[src/rtl/int_ctrl_pkg.sv]
`default_nettype none
// ============================================================================
//  Module      : int_pkg
//  Description : Shared types, default parameters and the priority encoder
//                for the interrupt controller.
//  Revision    : 1.0  initial release
// ============================================================================
package int_pkg;

    localparam int              NIRQ_DEF        = 4;
    localparam int              PC_W_DEF        = 10;
    localparam int              ID_W            = 2;
    localparam logic [9:0]      VEC_BASE_DEF    = 10'h3F0;
    localparam int              VEC_STRIDE_DEF  = 4;
    localparam int              SYNC_STAGES_DEF = 2;

    // 2'd3 is not a member; the FSM default branch returns it to IDLE.
    typedef enum logic [1:0] {
        ST_IDLE    = 2'd0,
        ST_TAKE    = 2'd1,
        ST_SERVICE = 2'd2
    } state_t;

    // Index of the lowest set bit (0 = highest priority); 0 when none set.
    function automatic logic [ID_W-1:0] prio_enc(input logic [31:0] v);
        prio_enc = '0;
        for (int i = 31; i >= 0; i--) begin
            if (v[i]) prio_enc = ID_W'(i);
        end
    endfunction

endpackage
`default_nettype wire

[src/rtl/int_ctrl_if.sv]
`default_nettype none
// ============================================================================
//  Module      : int_ctrl_if
//  Description : Control-unit / datapath side bundle of the interrupt
//                controller. slave = controller, master = control unit.
//  Revision    : 1.0  initial release
// ============================================================================
interface int_ctrl_if
    import int_pkg::*;
#(
    parameter int NIRQ = NIRQ_DEF,
    parameter int PC_W = PC_W_DEF
) ();

    logic [NIRQ-1:0] irq_in;
    logic            boundary;
    logic            reti;
    logic            ei;
    logic            di;
    logic            we_mask;
    logic [NIRQ-1:0] mask_in;
    logic [NIRQ-1:0] clr_pend;

    logic            take;
    logic [PC_W-1:0] vec_addr;
    logic [ID_W-1:0] irq_id;
    logic            in_service;
    logic [NIRQ-1:0] pending;
    logic            gie_out;

    modport slave (
        input  irq_in, boundary, reti, ei, di, we_mask, mask_in, clr_pend,
        output take, vec_addr, irq_id, in_service, pending, gie_out
    );

    modport master (
        output irq_in, boundary, reti, ei, di, we_mask, mask_in, clr_pend,
        input  take, vec_addr, irq_id, in_service, pending, gie_out
    );

endinterface
`default_nettype wire

[src/rtl/int_ctrl_sync_edge.sv]
`default_nettype none
// ============================================================================
//  Module      : sync_edge
//  Description : Multi-flop synchroniser for one asynchronous request line,
//                followed by a last-value flop giving a 1-cycle rise pulse.
//  Revision    : 1.0  initial release
// ============================================================================
module sync_edge #(
    parameter int SYNC_STAGES = 2
) (
    input  wire logic clk,
    input  wire logic reset,
    input  wire logic d,
    output logic      rise
);

    logic [SYNC_STAGES-1:0] sync_q, sync_d;
    logic                   last_q, last_d;

    // Shift the raw input in at bit 0; the top bit is the synchronised value.
    always_comb begin
        sync_d = SYNC_STAGES'({sync_q, d});
        last_d = sync_q[SYNC_STAGES-1];
    end

    // Synchroniser and last-value registers.
    always_ff @(posedge clk or negedge reset) begin
        if (!reset) begin
            sync_q <= '0;
            last_q <= 1'b0;
        end else begin
            sync_q <= sync_d;
            last_q <= last_d;
        end
    end

    assign rise = sync_q[SYNC_STAGES-1] & ~last_q;

endmodule
`default_nettype wire

[src/rtl/int_ctrl.sv]
`default_nettype none
// ============================================================================
//  Module      : int_ctrl
//  Description : Prioritised, maskable, non-nesting interrupt controller that
//                sequences interrupt entry at an instruction boundary and
//                blocks further entries until return-from-interrupt.
//  Revision    : 1.0  initial release
// ============================================================================
module int_ctrl
    import int_pkg::*;
#(
    parameter int              NIRQ        = NIRQ_DEF,
    parameter int              PC_W        = PC_W_DEF,
    parameter logic [PC_W-1:0] VEC_BASE    = PC_W'(VEC_BASE_DEF),
    parameter int              VEC_STRIDE  = VEC_STRIDE_DEF,
    parameter int              SYNC_STAGES = SYNC_STAGES_DEF
) (
    input  wire logic  clk,
    input  wire logic  reset,
    int_ctrl_if.slave  bus
);

    state_t          state_q, state_d;
    logic [ID_W-1:0] id_q, id_d;
    logic [NIRQ-1:0] pending_q, pending_d;
    logic [NIRQ-1:0] mask_q, mask_d;
    logic            gie_q, gie_d;

    logic [NIRQ-1:0] irq_edge;
    logic [NIRQ-1:0] sel;
    logic [ID_W-1:0] sel_id;
    logic [NIRQ-1:0] take_clr;
    logic            accept;
    logic            svc_ret;
    logic [PC_W-1:0] vec;

    generate
        for (genvar i = 0; i < NIRQ; i++) begin : g_sync
            sync_edge #(.SYNC_STAGES(SYNC_STAGES)) u_sync (
                .clk   (clk),
                .reset (reset),
                .d     (bus.irq_in[i]),
                .rise  (irq_edge[i])
            );
        end
    endgenerate

    assign sel     = pending_q & mask_q;
    assign sel_id  = prio_enc(32'(sel));
    assign svc_ret = (state_q == ST_SERVICE) && bus.reti;
    assign vec     = PC_W'(32'(VEC_BASE) + 32'(id_q) * 32'(VEC_STRIDE));

    // FSM next state: accept a request only in IDLE at a boundary with gie set.
    always_comb begin
        state_d = state_q;
        id_d    = id_q;
        accept  = 1'b0;
        case (state_q)
            ST_IDLE: begin
                if (gie_q && (|sel) && bus.boundary) begin
                    accept  = 1'b1;
                    id_d    = sel_id;
                    state_d = ST_TAKE;
                end
            end
            ST_TAKE:    state_d = ST_SERVICE;
            ST_SERVICE: if (bus.reti) state_d = ST_IDLE;
            default:    state_d = ST_IDLE;
        endcase
    end

    // Pending / mask / gie next values; a fresh edge overrides any clear.
    always_comb begin
        take_clr = '0;
        if (accept) take_clr[sel_id] = 1'b1;
        pending_d = irq_edge | (pending_q & ~bus.clr_pend & ~take_clr);
        mask_d    = bus.we_mask ? bus.mask_in : mask_q;
        gie_d     = gie_q;
        if (bus.ei) gie_d = 1'b1;
        if (bus.di) gie_d = 1'b0;
        if (svc_ret) gie_d = 1'b1;
        if (accept)  gie_d = 1'b0;
    end

    // Controller state registers.
    always_ff @(posedge clk or negedge reset) begin
        if (!reset) begin
            state_q   <= ST_IDLE;
            id_q      <= '0;
            pending_q <= '0;
            mask_q    <= '0;
            gie_q     <= 1'b0;
        end else begin
            state_q   <= state_d;
            id_q      <= id_d;
            pending_q <= pending_d;
            mask_q    <= mask_d;
            gie_q     <= gie_d;
        end
    end

    assign bus.take       = (state_q == ST_TAKE);
    assign bus.vec_addr   = (state_q == ST_TAKE) ? vec : '0;
    assign bus.irq_id     = ((state_q == ST_TAKE) || (state_q == ST_SERVICE)) ? id_q : '0;
    assign bus.in_service = (state_q == ST_SERVICE);
    assign bus.pending    = pending_q;
    assign bus.gie_out    = gie_q;

endmodule
`default_nettype wire

[src/flat_wrapper.sv]
// flat-port wrapper written by rule: the top's interface ports become plain ports
module int_ctrl_flat import int_pkg::*;
#(
    parameter int              NIRQ        = NIRQ_DEF,
    parameter int              PC_W        = PC_W_DEF,
    parameter logic [PC_W-1:0] VEC_BASE    = PC_W'(VEC_BASE_DEF),
    parameter int              VEC_STRIDE  = VEC_STRIDE_DEF,
    parameter int              SYNC_STAGES = SYNC_STAGES_DEF
)
  (clk, reset, bus_irq_in, bus_boundary, bus_reti, bus_ei, bus_di, bus_we_mask, bus_mask_in, bus_clr_pend, bus_take, bus_vec_addr, bus_irq_id, bus_in_service, bus_pending, bus_gie_out);
  int_ctrl_if #(.NIRQ(NIRQ), .PC_W(PC_W)) bus_i ();
  input  wire logic clk;
  input  wire logic reset;
  input wire logic [$bits(bus_i.irq_in)-1:0] bus_irq_in;
  input wire logic [$bits(bus_i.boundary)-1:0] bus_boundary;
  input wire logic [$bits(bus_i.reti)-1:0] bus_reti;
  input wire logic [$bits(bus_i.ei)-1:0] bus_ei;
  input wire logic [$bits(bus_i.di)-1:0] bus_di;
  input wire logic [$bits(bus_i.we_mask)-1:0] bus_we_mask;
  input wire logic [$bits(bus_i.mask_in)-1:0] bus_mask_in;
  input wire logic [$bits(bus_i.clr_pend)-1:0] bus_clr_pend;
  output wire logic [$bits(bus_i.take)-1:0] bus_take;
  output wire logic [$bits(bus_i.vec_addr)-1:0] bus_vec_addr;
  output wire logic [$bits(bus_i.irq_id)-1:0] bus_irq_id;
  output wire logic [$bits(bus_i.in_service)-1:0] bus_in_service;
  output wire logic [$bits(bus_i.pending)-1:0] bus_pending;
  output wire logic [$bits(bus_i.gie_out)-1:0] bus_gie_out;
  assign bus_i.irq_in = bus_irq_in;
  assign bus_i.boundary = bus_boundary;
  assign bus_i.reti = bus_reti;
  assign bus_i.ei = bus_ei;
  assign bus_i.di = bus_di;
  assign bus_i.we_mask = bus_we_mask;
  assign bus_i.mask_in = bus_mask_in;
  assign bus_i.clr_pend = bus_clr_pend;
  assign bus_take = bus_i.take;
  assign bus_vec_addr = bus_i.vec_addr;
  assign bus_irq_id = bus_i.irq_id;
  assign bus_in_service = bus_i.in_service;
  assign bus_pending = bus_i.pending;
  assign bus_gie_out = bus_i.gie_out;
  int_ctrl #(.NIRQ(NIRQ), .PC_W(PC_W), .VEC_BASE(VEC_BASE), .VEC_STRIDE(VEC_STRIDE), .SYNC_STAGES(SYNC_STAGES)) u_core (.clk(clk), .reset(reset), .bus(bus_i));
endmodule
[config.mk]
export PLATFORM = sky130hd
export DESIGN_NAME = int_ctrl_flat
export DESIGN_NICKNAME = d
export VERILOG_FILES = /design/src/rtl/int_ctrl_pkg.sv /design/src/rtl/int_ctrl_if.sv /design/src/rtl/int_ctrl_sync_edge.sv /design/src/rtl/int_ctrl.sv /design/src/flat_wrapper.sv
export SDC_FILE = /design/constraint.sdc
export NUM_CORES = 1
export LEC_CHECK = 0
export BUFFER_PORTS_ARGS = -buffer_cell sky130_fd_sc_hd__buf_2
export CAP_MARGIN = 20
export CORE_ASPECT_RATIO = 1.2
export CORE_MARGIN = 2
export CORE_UTILIZATION = 45
export DETAILED_ROUTE_END_ITERATION = 8
export PLACE_DENSITY = 0.81
export SLEW_MARGIN = 20
export SYNTH_ARGS = -nofsm -noshare
export SYNTH_HDL_FRONTEND = slang
export SYNTH_SLANG_ARGS = --single-unit
[constraint.sdc]
create_clock -name clk -period 2.7 [get_ports clk]
set_input_delay 0 -clock clk [delete_from_list [all_inputs] [get_ports clk]]
set_output_delay 0 -clock clk [all_outputs]
set_load 0.02 [all_outputs]
==> out/results.txt, run 1 <==
Status = complete, no violations
Measured slew at the worst slew-check pin = 0.5266 ns
Die Y = 57.19 um
Crit path launch type = register
Largest net degree at the start of global routing = 26
Antenna violations before repair = 0
Post-Route WL = 2.035 mm
Post-CTS resize count = 0
Post-layout minimum cycle time = 1.611 ns
Final Hold Slack = 0.1169 ns
Crit path buf inv count = 1
Most frequent cells in the layout = buf_2, dfrtp_1, dlygate4sd3_1
Die ar. = 0.002764 mm^2
Critical path class = register to register
Peak supply drop = 0.5132 mV
Avg Vias per Cell = 4.644
RSZ-0062 raised after global routing = false
Routed WL per cell = 11.70 um
GRT Util Overall = 16.29%
Post-route ant nets = 0
CTS HTree Levels = 1
Max stage delay on crit path = 0.41 ns
Relative max-transition margin = 64.89%
First-pass GRT wire length = 3.374 mm
Syn avg cell area = 11.53 um^2
Crit. Startpoint = u_core.state_q[0]
Seq/Total Area, Yosys = 58.96%
Worst-path clk slew = 0.13 ns
Port Buf Inserts = 35
Area grow syn2layout = 35.61%
Fin nets = 167
Cts bufs inserted = 3
Global route total overflow = 0
Clk root buf = clkbuf_4
Syn Inst Count = 92
Final max-slew violation count = 0
Maxcap violations = 0
Critical Path RT = 2.92 ns
Clock Latency Late Sink = 0.32 ns
Setup violations, final = 0
Fin. Hold Viols = 0
Worst setup EP type = register
Core ar. = 0.002258 mm^2
CTS tree = done
Data arrival, critical path = 1.83 ns
Yosys warnings = 0
Clock Skew = 0.004394 ns
Fin util = 63.71%
Post-synth top area cell = dfrtp_1
DR iter-0 viols = 2
Post-route clock period utilization = 59.65%
CP max-delay cell = dfrtp_1
F_max = 620.9 MHz
CP Cell Sequence = inv_1 -> ha_1 -> nor2b_1 -> nor2_1 -> a21oi_2 -> mux2_2
# rows = 19
Fin Setup TNS = 0 ns
Hold WC Path Type = input pin to register
Top cell type's share of synthesized area = 58.96%
Yosys cell types = 20
Initial Utilization = 46.98%
Vias in the first global route = 807
Routability cong. = 0.7173
Seq cells post-synth = 25
Hold Startpoint = bus_boundary
Drt pass-1 iters = 4
Share of cells above drive strength 1 = 33.57%
Critical path peak fanout = 3
Critical path's top delay family = flip-flops
Top Ports = 38
Hpwl dp = 1.408 mm
R2R Path Start = u_core.state_q[0]
Top post-synthesis cells by area = dfrtp_1, mux2_2, buf_4
CTS Sinks = 25
Commonest non-fill, non-tap cell in the layout = buf_2
Cell area after synthesis = 0.001061 mm^2
Pwr dens = 792.9 mW/mm^2
DRC = 0
Via count = 808
Ant. Diodes = 0
Leakage = 0.7185 nW
Die Wd = 48.33 um
Clk buf depth = 2
==> worst reg2reg max path: cells and delay by family, from the launching register on <==
kind	cells	cell delay, ns
flops	1	0.41
mux	1	0.35
simple gates	2	0.29
fa+ha+maj	1	0.20
compound gates	1	0.16
buf+inv	1	0.10
==> synth_stat cells <==
cell,count
a21oi_1,5
a21oi_2,1
a22o_1,1
a22oi_2,1
a32o_1,2
and2_1,4
and3_1,1
buf_4,8
conb_1,1
dfrtp_1,25
ha_1,4
inv_1,8
mux2_2,6
nand2_1,6
nand3_1,4
nand3_2,1
nand3b_1,2
nor2_1,9
nor2b_1,1
o21ai_0,2
==> per-stage QoR <==
stage / total power [W] / setup WS [ns] / cell area (um^2) / std cells
6_report: 0.001141 / 1.089 / 1439 / 174
2_1_floorplan: 0.0008626 / 1.104 / 1065 / 93
3_5_place_dp: 0.0009580 / 1.086 / 1219 / 151
4_1_cts: 0.001152 / 1.063 / 1439 / 174
3_3_place_gp: 0.0009338 / 1.232 / 1219 / 151
5_1_grt: 0.001219 / 0.9622 / 1439 / 174
==> timing repair <==
item                                   4_1_cts  5_1_grt
endpoints found under the hold margin       38        0
hold buffers                                19        0
setup buffers                                0        0
==> state kept, by name, indices dropped and copies added, names as in the netlist <==
signal and cells:
u_core.state_q 2, u_core.bus.gie_out 1, u_core.g_sync.u_sync.sync_q 8, u_core.g_sync.u_sync.last_q 4, u_core.bus.pending 4, u_core.mask_q 4
u_core.id_q 2
==> cell type report <==
class,count,area [um^2]
repair buffers,54,365.4
multi-input cells,52,349.1
fillers,174,819.5
inverters,8,30.03
flip-flops and latches,25,625.6
well taps,31,38.79
clock inverters,1,7.507
clock buffers,3,22.52
==> metal layers <==
layer	global-route usage, %	vias to the layer above	share of wire [%]
met1	16.64	376	39
met4	11.02	0	4.2
met3	2.880	10	5.7
li1	-	392	-
met2	30.36	30	51
met5	0	-	0
==> report_power, final <==
group	leakage (nW)	switching [W]	internal [W]	total [W]
sequential	0.296	0.0000417	0.000430	0.000471
clock	0.0139	0.000111	0.0000567	0.000168
combinational	0.408	0.000296	0.000206	0.000502
==> kinds of logic (layout without fill, tap and decap cells) <==
kind of cell | after synthesis | count (layout) | synth area share, %
buffers and inverters | 16 | 66 | 8.491
muxes | 6 | 6 | 6.367
other | 1 | 2 | 0.3534
and+or+nand+nor | 28 | 28 | 13.09
DFF | 25 | 25 | 58.96
adders and majority gates | 4 | 4 | 4.717
AOI/OAI and AO/OA | 12 | 12 | 8.019
==> worst paths after layout <==
path	endpoint	slack, ns	cells past startpoint
worst max register to register	u_core.state_q[1]	1.09	6
max in group asynchronous	u_core.bus.pending[0]	2.18	2
min in group asynchronous	u_core.bus.pending[2]	0.16	2
worst min register to register	u_core.g_sync[2].u_sync.sync_q[1]	0.36	0
worst min-delay path	u_core.bus.gie_out	0.12	3
worst max-delay path	u_core.state_q[1]	1.09	6
No activity file was read; power rests on OpenSTA's default activity.
==> run 2, diff against run 1 <==
--- a/config.mk
+++ b/config.mk
@@ -5,13 +5,14 @@
 export SDC_FILE = /design/constraint.sdc
 export NUM_CORES = 1
 export LEC_CHECK = 0
+export ABC_AREA = 1
 export BUFFER_PORTS_ARGS = -buffer_cell sky130_fd_sc_hd__buf_2
 export CAP_MARGIN = 20
 export CORE_ASPECT_RATIO = 1.2
 export CORE_MARGIN = 2
-export CORE_UTILIZATION = 45
+export CORE_UTILIZATION = 44
 export DETAILED_ROUTE_END_ITERATION = 8
-export PLACE_DENSITY = 0.81
+export PLACE_DENSITY = 0.82
 export SLEW_MARGIN = 20
 export SYNTH_ARGS = -nofsm -noshare
 export SYNTH_HDL_FRONTEND = slang
==> constraint.sdc (replaced) <==
create_clock -name clk -period 1.3 [get_ports clk]
set_input_delay 0 -clock clk [delete_from_list [all_inputs] [get_ports clk]]
set_output_delay 0 -clock clk [all_outputs]
set_load 0.02 [all_outputs]
==> out/results.txt, run 2 <==
Status = complete, no violations
Cts bufs inserted = 3
Clock Latency Late Sink = 0.31 ns
Core ar. = 0.002502 mm^2
Top-count cell post-synth = nand2_1
Avg Vias per Cell = 4.545
Slack of the worst reg-to-reg path = 0.04 ns
Post-route clock period utilization = 99.96%
Share of cells above drive strength 1 = 39.44%
Top post-synthesis cells by area = dfrtp_1, nand2_1, inv_1
RSZ-0062 raised after global routing = true
Syn avg cell area = 9.243 um^2
Async SR Flop Fraction = 100.0%
Vias in the first global route = 871
Fin nets = 204
Cell area after synthesis = 0.001146 mm^2
Most frequent cells in the layout = nand2_1, buf_2, dfrtp_1
Peak supply drop = 1.096 mV
Synth cell count leaders = nand2_1, dfrtp_1, inv_1
Biggest register = u_core.g_sync.u_sync.sync_q
Critical path class = register to primary output
Relative max-transition margin = 64.49%
Post-route cell area = 0.001659 mm^2
Fin. Hold Viols = 0
Synth Flop Type = dfrtp_1
Routability cong. = 0.7787
GRT Util Overall = 15.11%
Final Hold Slack = 0.02200 ns
Drt pass-1 iters = 4
Die ar. = 0.003031 mm^2
Critical path peak fanout = 6
Maxcap violations = 0
Data arrival, critical path = 1.30 ns
Crit path launch type = register
Yosys warnings = 0
Post-route ant nets = 0
Fin Setup TNS = 0 ns
Top Ports = 38
Area grow syn2layout = 44.76%
Post-synth EDFFs = 0
DR iter-0 viols = 7
CTS Sinks = 25
Initial Utilization = 45.80%
Commonest non-fill, non-tap cell in the layout = nand2_1
# rows = 20
Fin util = 66.30%
Die Y = 59.91 um
DRC = 0
Die Wd = 50.59 um
Worst setup EP type = primary output
Clock Skew = 0.003566 ns
Largest net degree at the start of global routing = 26
Hpwl dp = 1.616 mm
Worst-path clk slew = 0.13 ns
Syn Inst Count = 124
Post-layout minimum cycle time = 1.299 ns
F_max = 769.6 MHz
Fill count = 186
Post-synth top area cell = dfrtp_1
Antenna violations before repair = 0
Measured slew at the worst slew-check pin = 0.5326 ns
Hold WC Path Type = input pin to register
Post-place instance area = 0.001321 mm^2
Post-Route WL = 2.379 mm
Leakage = 0.9082 nW
Seq cells post-synth = 25
Top cell type's share of synthesized area = 54.59%
Setup violations, final = 0
Via count = 968
Port Buf Inserts = 35
CTS HTree Levels = 1
Global route total overflow = 0
First-pass GRT wire length = 3.429 mm
Yosys cell types = 18
Clk root buf = clkbuf_4
Pwr dens = 1649 mW/mm^2
Critical Path RT = 1.30 ns
Routed WL per cell = 11.17 um
Seq/Total Area, Yosys = 54.59%
Final max-slew violation count = 0
CTS tree = done
Clk buf depth = 2
Largest register FFs = 8
Ant. Diodes = 0
==> run 2: cell types whose count changed after synthesis, moves of 4 or more <==
| cell | delta |
|---|---|
| and2_1 | -4 |
| nand2_2 | +5 |
| inv_1 | +14 |
| nand2_1 | +30 |
| a21oi_1 | -4 |
==> run 2: cell families after synthesis <==
group / Yosys count / synth area share [%]
flip-flops: 25 / 54.59
adder cells (fa/ha/maj): 4 / 4.367
buffers and inverters: 30 / 12.45
multiplexers: 4 / 3.930
other: 1 / 0.3272
AO/OA/AOI/OAI: 5 / 2.837
AND/OR/NAND/NOR: 55 / 21.51
==> run 2: per-stage QoR <==
step / setup WS [ns] / std cells / total power, W
final: 0.0005392 / 213 / 0.002736
after global routing: -0.04841 / 213 / 0.002885
after CTS: -0.004559 / 208 / 0.002451
after detailed placement: -0.01496 / 187 / 0.001959
after global placement: 0.06159 / 187 / 0.001904
after floorplan: 0.05259 / 125 / 0.001742
==> run 2: cell type report <==
type                    instances  area [um^2]  area share [%]
clock buffers                   4        26.28           1.584
inverters                      22        82.58           4.977
multi-input cells              70        426.7           25.72
flip-flops and latches         25        625.6           37.71
well taps                      33        41.29           2.489
repair buffers                 59        456.7           27.53
==> run 2: what timing repair did <==
| item | 4_1_cts | 5_1_grt |
|---|---|---|
| hold buffers | 15 | 0 |
| setup endpoints to repair | 16 | 10 |
| gates resized for setup | 6 | 30 |
| endpoints found under the hold margin | 38 | 0 |
| buffers inserted | 2 | 5 |
| pin swaps | 0 | 5 |
==> run 2: power breakdown <==
| part | internal, W | switching, W | total, W |
|---|---|---|---|
| sequential | 0.000883 | 0.0000793 | 0.000962 |
| clock | 0.000120 | 0.000216 | 0.000336 |
| combinational | 0.000676 | 0.000762 | 0.00144 |
==> run 2: worst max-delay path, cell delays in order, from the launching register on <==
cell and delay (ns):
dfrtp_1 0.43, buf_6 0.14, ha_4 0.17, buf_6 0.13
buf_6 0.12
==> run 2: path summary, 6_finish.rpt <==
check,startpoint,to,cells past startpoint
setup / recovery,u_core.state_q[0],bus_vec_addr[5],4
hold / removal,bus_reti,u_core.bus.gie_out,5
setup reg to reg,u_core.bus.pending[2],u_core.bus.pending[2],7
hold reg to reg,u_core.g_sync[1].u_sync.sync_q[0],u_core.g_sync[1].u_sync.sync_q[1],0
max in group asynchronous,reset,u_core.g_sync[1].u_sync.last_q,2
min in group asynchronous,reset,u_core.g_sync[0].u_sync.sync_q[0],2
==> run 2: per-layer routing <==
metal | vias up | track usage, % | share of wire (%)
met5 | - | 0 | 0
met3 | 2 | 2.000 | 3.7
met2 | 29 | 30.45 | 56
met4 | 0 | 5.792 | 0.34
li1 | 472 | - | -
met1 | 465 | 15.63 | 40
==> run 3, diff against run 2 <==
--- a/config.mk
+++ b/config.mk
@@ -10,9 +10,9 @@
 export CAP_MARGIN = 20
 export CORE_ASPECT_RATIO = 1.2
 export CORE_MARGIN = 2
-export CORE_UTILIZATION = 44
+export CORE_UTILIZATION = 45
 export DETAILED_ROUTE_END_ITERATION = 8
-export PLACE_DENSITY = 0.82
+export PLACE_DENSITY = 0.72
 export SLEW_MARGIN = 20
 export SYNTH_ARGS = -nofsm -noshare
 export SYNTH_HDL_FRONTEND = slang
==> constraint.sdc (replaced) <==
create_clock -name clk -period 1.35 [get_ports clk]
set_input_delay 0 -clock clk [delete_from_list [all_inputs] [get_ports clk]]
set_output_delay 0 -clock clk [all_outputs]
set_load 0.02 [all_outputs]
==> out/results.txt, run 3 (same netlist as run 2, synthesis figures left out) <==
Status = complete, no violations
Crit path buf inv count = 1
GRT Util Overall = 15.21%
Crit path launch type = register
Hold WC Path Type = input pin to register
Routed WL per cell = 10.07 um
Routability cong. = 0.7474
Die Wd = 50.07 um
Maxcap violations = 0
Measured slew at the worst slew-check pin = 0.5370 ns
CTS Sinks = 25
Initial Utilization = 46.26%
CP max-delay cell = dlygate4sd3_1
Clk buf depth = 2
Hold Startpoint = bus_reti
Worst-path clk slew = 0.12 ns
CTS tree = done
Slack of the worst reg-to-reg path = 0.02 ns
Post-route ant nets = 0
Critical path peak fanout = 2
Clock Latency Late Sink = 0.31 ns
First-pass GRT wire length = 3.408 mm
Critical path's top delay family = buffers and inverters
# rows = 20
Antenna violations before repair = 0
Overall power = 0.002360 W
Avg Vias per Cell = 4.347
Post-layout minimum cycle time = 1.327 ns
Area grow syn2layout = 38.65%
Commonest non-fill, non-tap cell in the layout = nand2_1
Hold depth = 5
Die ar. = 0.002968 mm^2
Leakage = 0.9002 nW
Data arrival, critical path = 1.54 ns
Internal cell power = 0.001433 W
Sw frac = 39.29%
Core ar. = 0.002477 mm^2
DR iter-0 viols = 14
Comb power frac = 47.4%
Hpwl dp = 1.477 mm
Ant. Diodes = 0
R2R Path Start = u_core.mask_q[1]
Largest net degree at the start of global routing = 26
Fin nets = 204
Final max-slew violation count = 0
Clock Skew = 0.0007889 ns
Fin util = 64.14%
Setup violations, final = 0
Relative max-transition margin = 64.20%
Register share of total power = 38.9%
Worst setup EP type = register
Clk root buf = clkbuf_4
Post-Route WL = 2.144 mm
Sw Pwr = 0.0009272 W
DRC = 0
Port Buf Inserts = 35
Max stage delay on crit path = 0.55 ns
Biggest register = u_core.g_sync.u_sync.sync_q
Clk pwr share = 13.7%
Vias in the first global route = 870
Share of cells above drive strength 1 = 35.00%
Pwr dens = 1485 mW/mm^2
Fin. Hold Viols = 0
Global route total overflow = 0
CP Cell Sequence = mux2_2 -> dlygate4sd3_1
Reg2reg path depth = 2
CTS HTree Levels = 1
Most frequent cells in the layout = nand2_1, buf_2, dfrtp_1
Worst Hold End = u_core.bus.gie_out
Via count = 926
Critical Path RT = 1.56 ns
Cts bufs inserted = 3
Critical path class = register to register
Peak supply drop = 0.8706 mV
Die Y = 59.29 um
FF-to-FF End = u_core.mask_q[1]
Post-route clock period utilization = 98.28%
Drt pass-1 iters = 4
F_max = 753.7 MHz
Top Ports = 38
Largest register FFs = 8
## run 3: through the flow
step / worst slack (ns) / hold slack [ns] / instance area (um^2) / setup TNS [ns] / cells
4_1_cts: -0.02157 / 0.01823 / 1530 / -0.03099 / 209
5_1_grt: -0.006728 / 0.05016 / 1589 / -0.007266 / 213
6_report: 0.02324 / 0.01646 / 1589 / 0 / 213
2_1_floorplan: 0.1026 / -0.2956 / 1150 / 0 / 125
3_5_place_dp: 0.03770 / 0.01356 / 1314 / 0 / 186
3_3_place_gp: 0.07619 / 0.001638 / 1314 / 0 / 186
## run 3: area by class of cell
class | count | area [um^2]
Fill cell | 214 | 888.4
Timing Repair Buffer | 59 | 404.1
Inverter | 22 | 82.58
Tap cell | 33 | 41.29
Clock buffer | 4 | 26.28
Sequential cell | 25 | 625.6
Multi-Input combinational cell | 70 | 409.1
## run 3: what timing repair did
item | 4_1_cts | 5_1_grt
endpoints found under the setup margin | 11 | 9
pin swaps | 1 | 1
endpoints found under the hold margin | 38 | 2
resized for setup | 1 | 7
setup buffers | 1 | 5
hold buffers | 18 | 1
## run 3: how the worst max path moves through the flow
stage,to,cells after the start,startpoint
after floorplan,u_core.bus.pending[1],7,u_core.state_q[0]
after detailed placement,u_core.bus.pending[1],7,u_core.state_q[1]
after global placement,u_core.bus.pending[1],7,u_core.state_q[0]
final,u_core.mask_q[1],2,u_core.mask_q[1]
after CTS,bus_vec_addr[2],5,u_core.state_q[1]
after global routing,bus_vec_addr[2],5,u_core.state_q[0]
## run 3: routing by layer
layer	routed length [um]	GRT usage (%)	up-vias	share of wire, %
li1	-	-	472	-
met1	842	16.16	422	39
met2	1182	29.70	27	55
met3	77	1.515	5	3.6
met4	41	7.143	0	1.9
met5	0	0	-	0
## run 3: worst reg2reg max path, delay by kind of cell (launching register included)
family / cells / cell delay (ns)
multiplexers: 1 / 0.26
buffers and inverters: 1 / 0.55
flip-flops: 1 / 0.42
## run 3: power by group through the flow
stage	Combinational [W]	Clock, W	Sequential [W]
after floorplan	0.000734	0	0.000944
after global placement	0.000887	0	0.000927
after detailed placement	0.000910	0	0.000936
after CTS	0.000988	0.000336	0.000917
after global routing	0.00122	0.000361	0.000928
final	0.00112	0.000324	0.000918
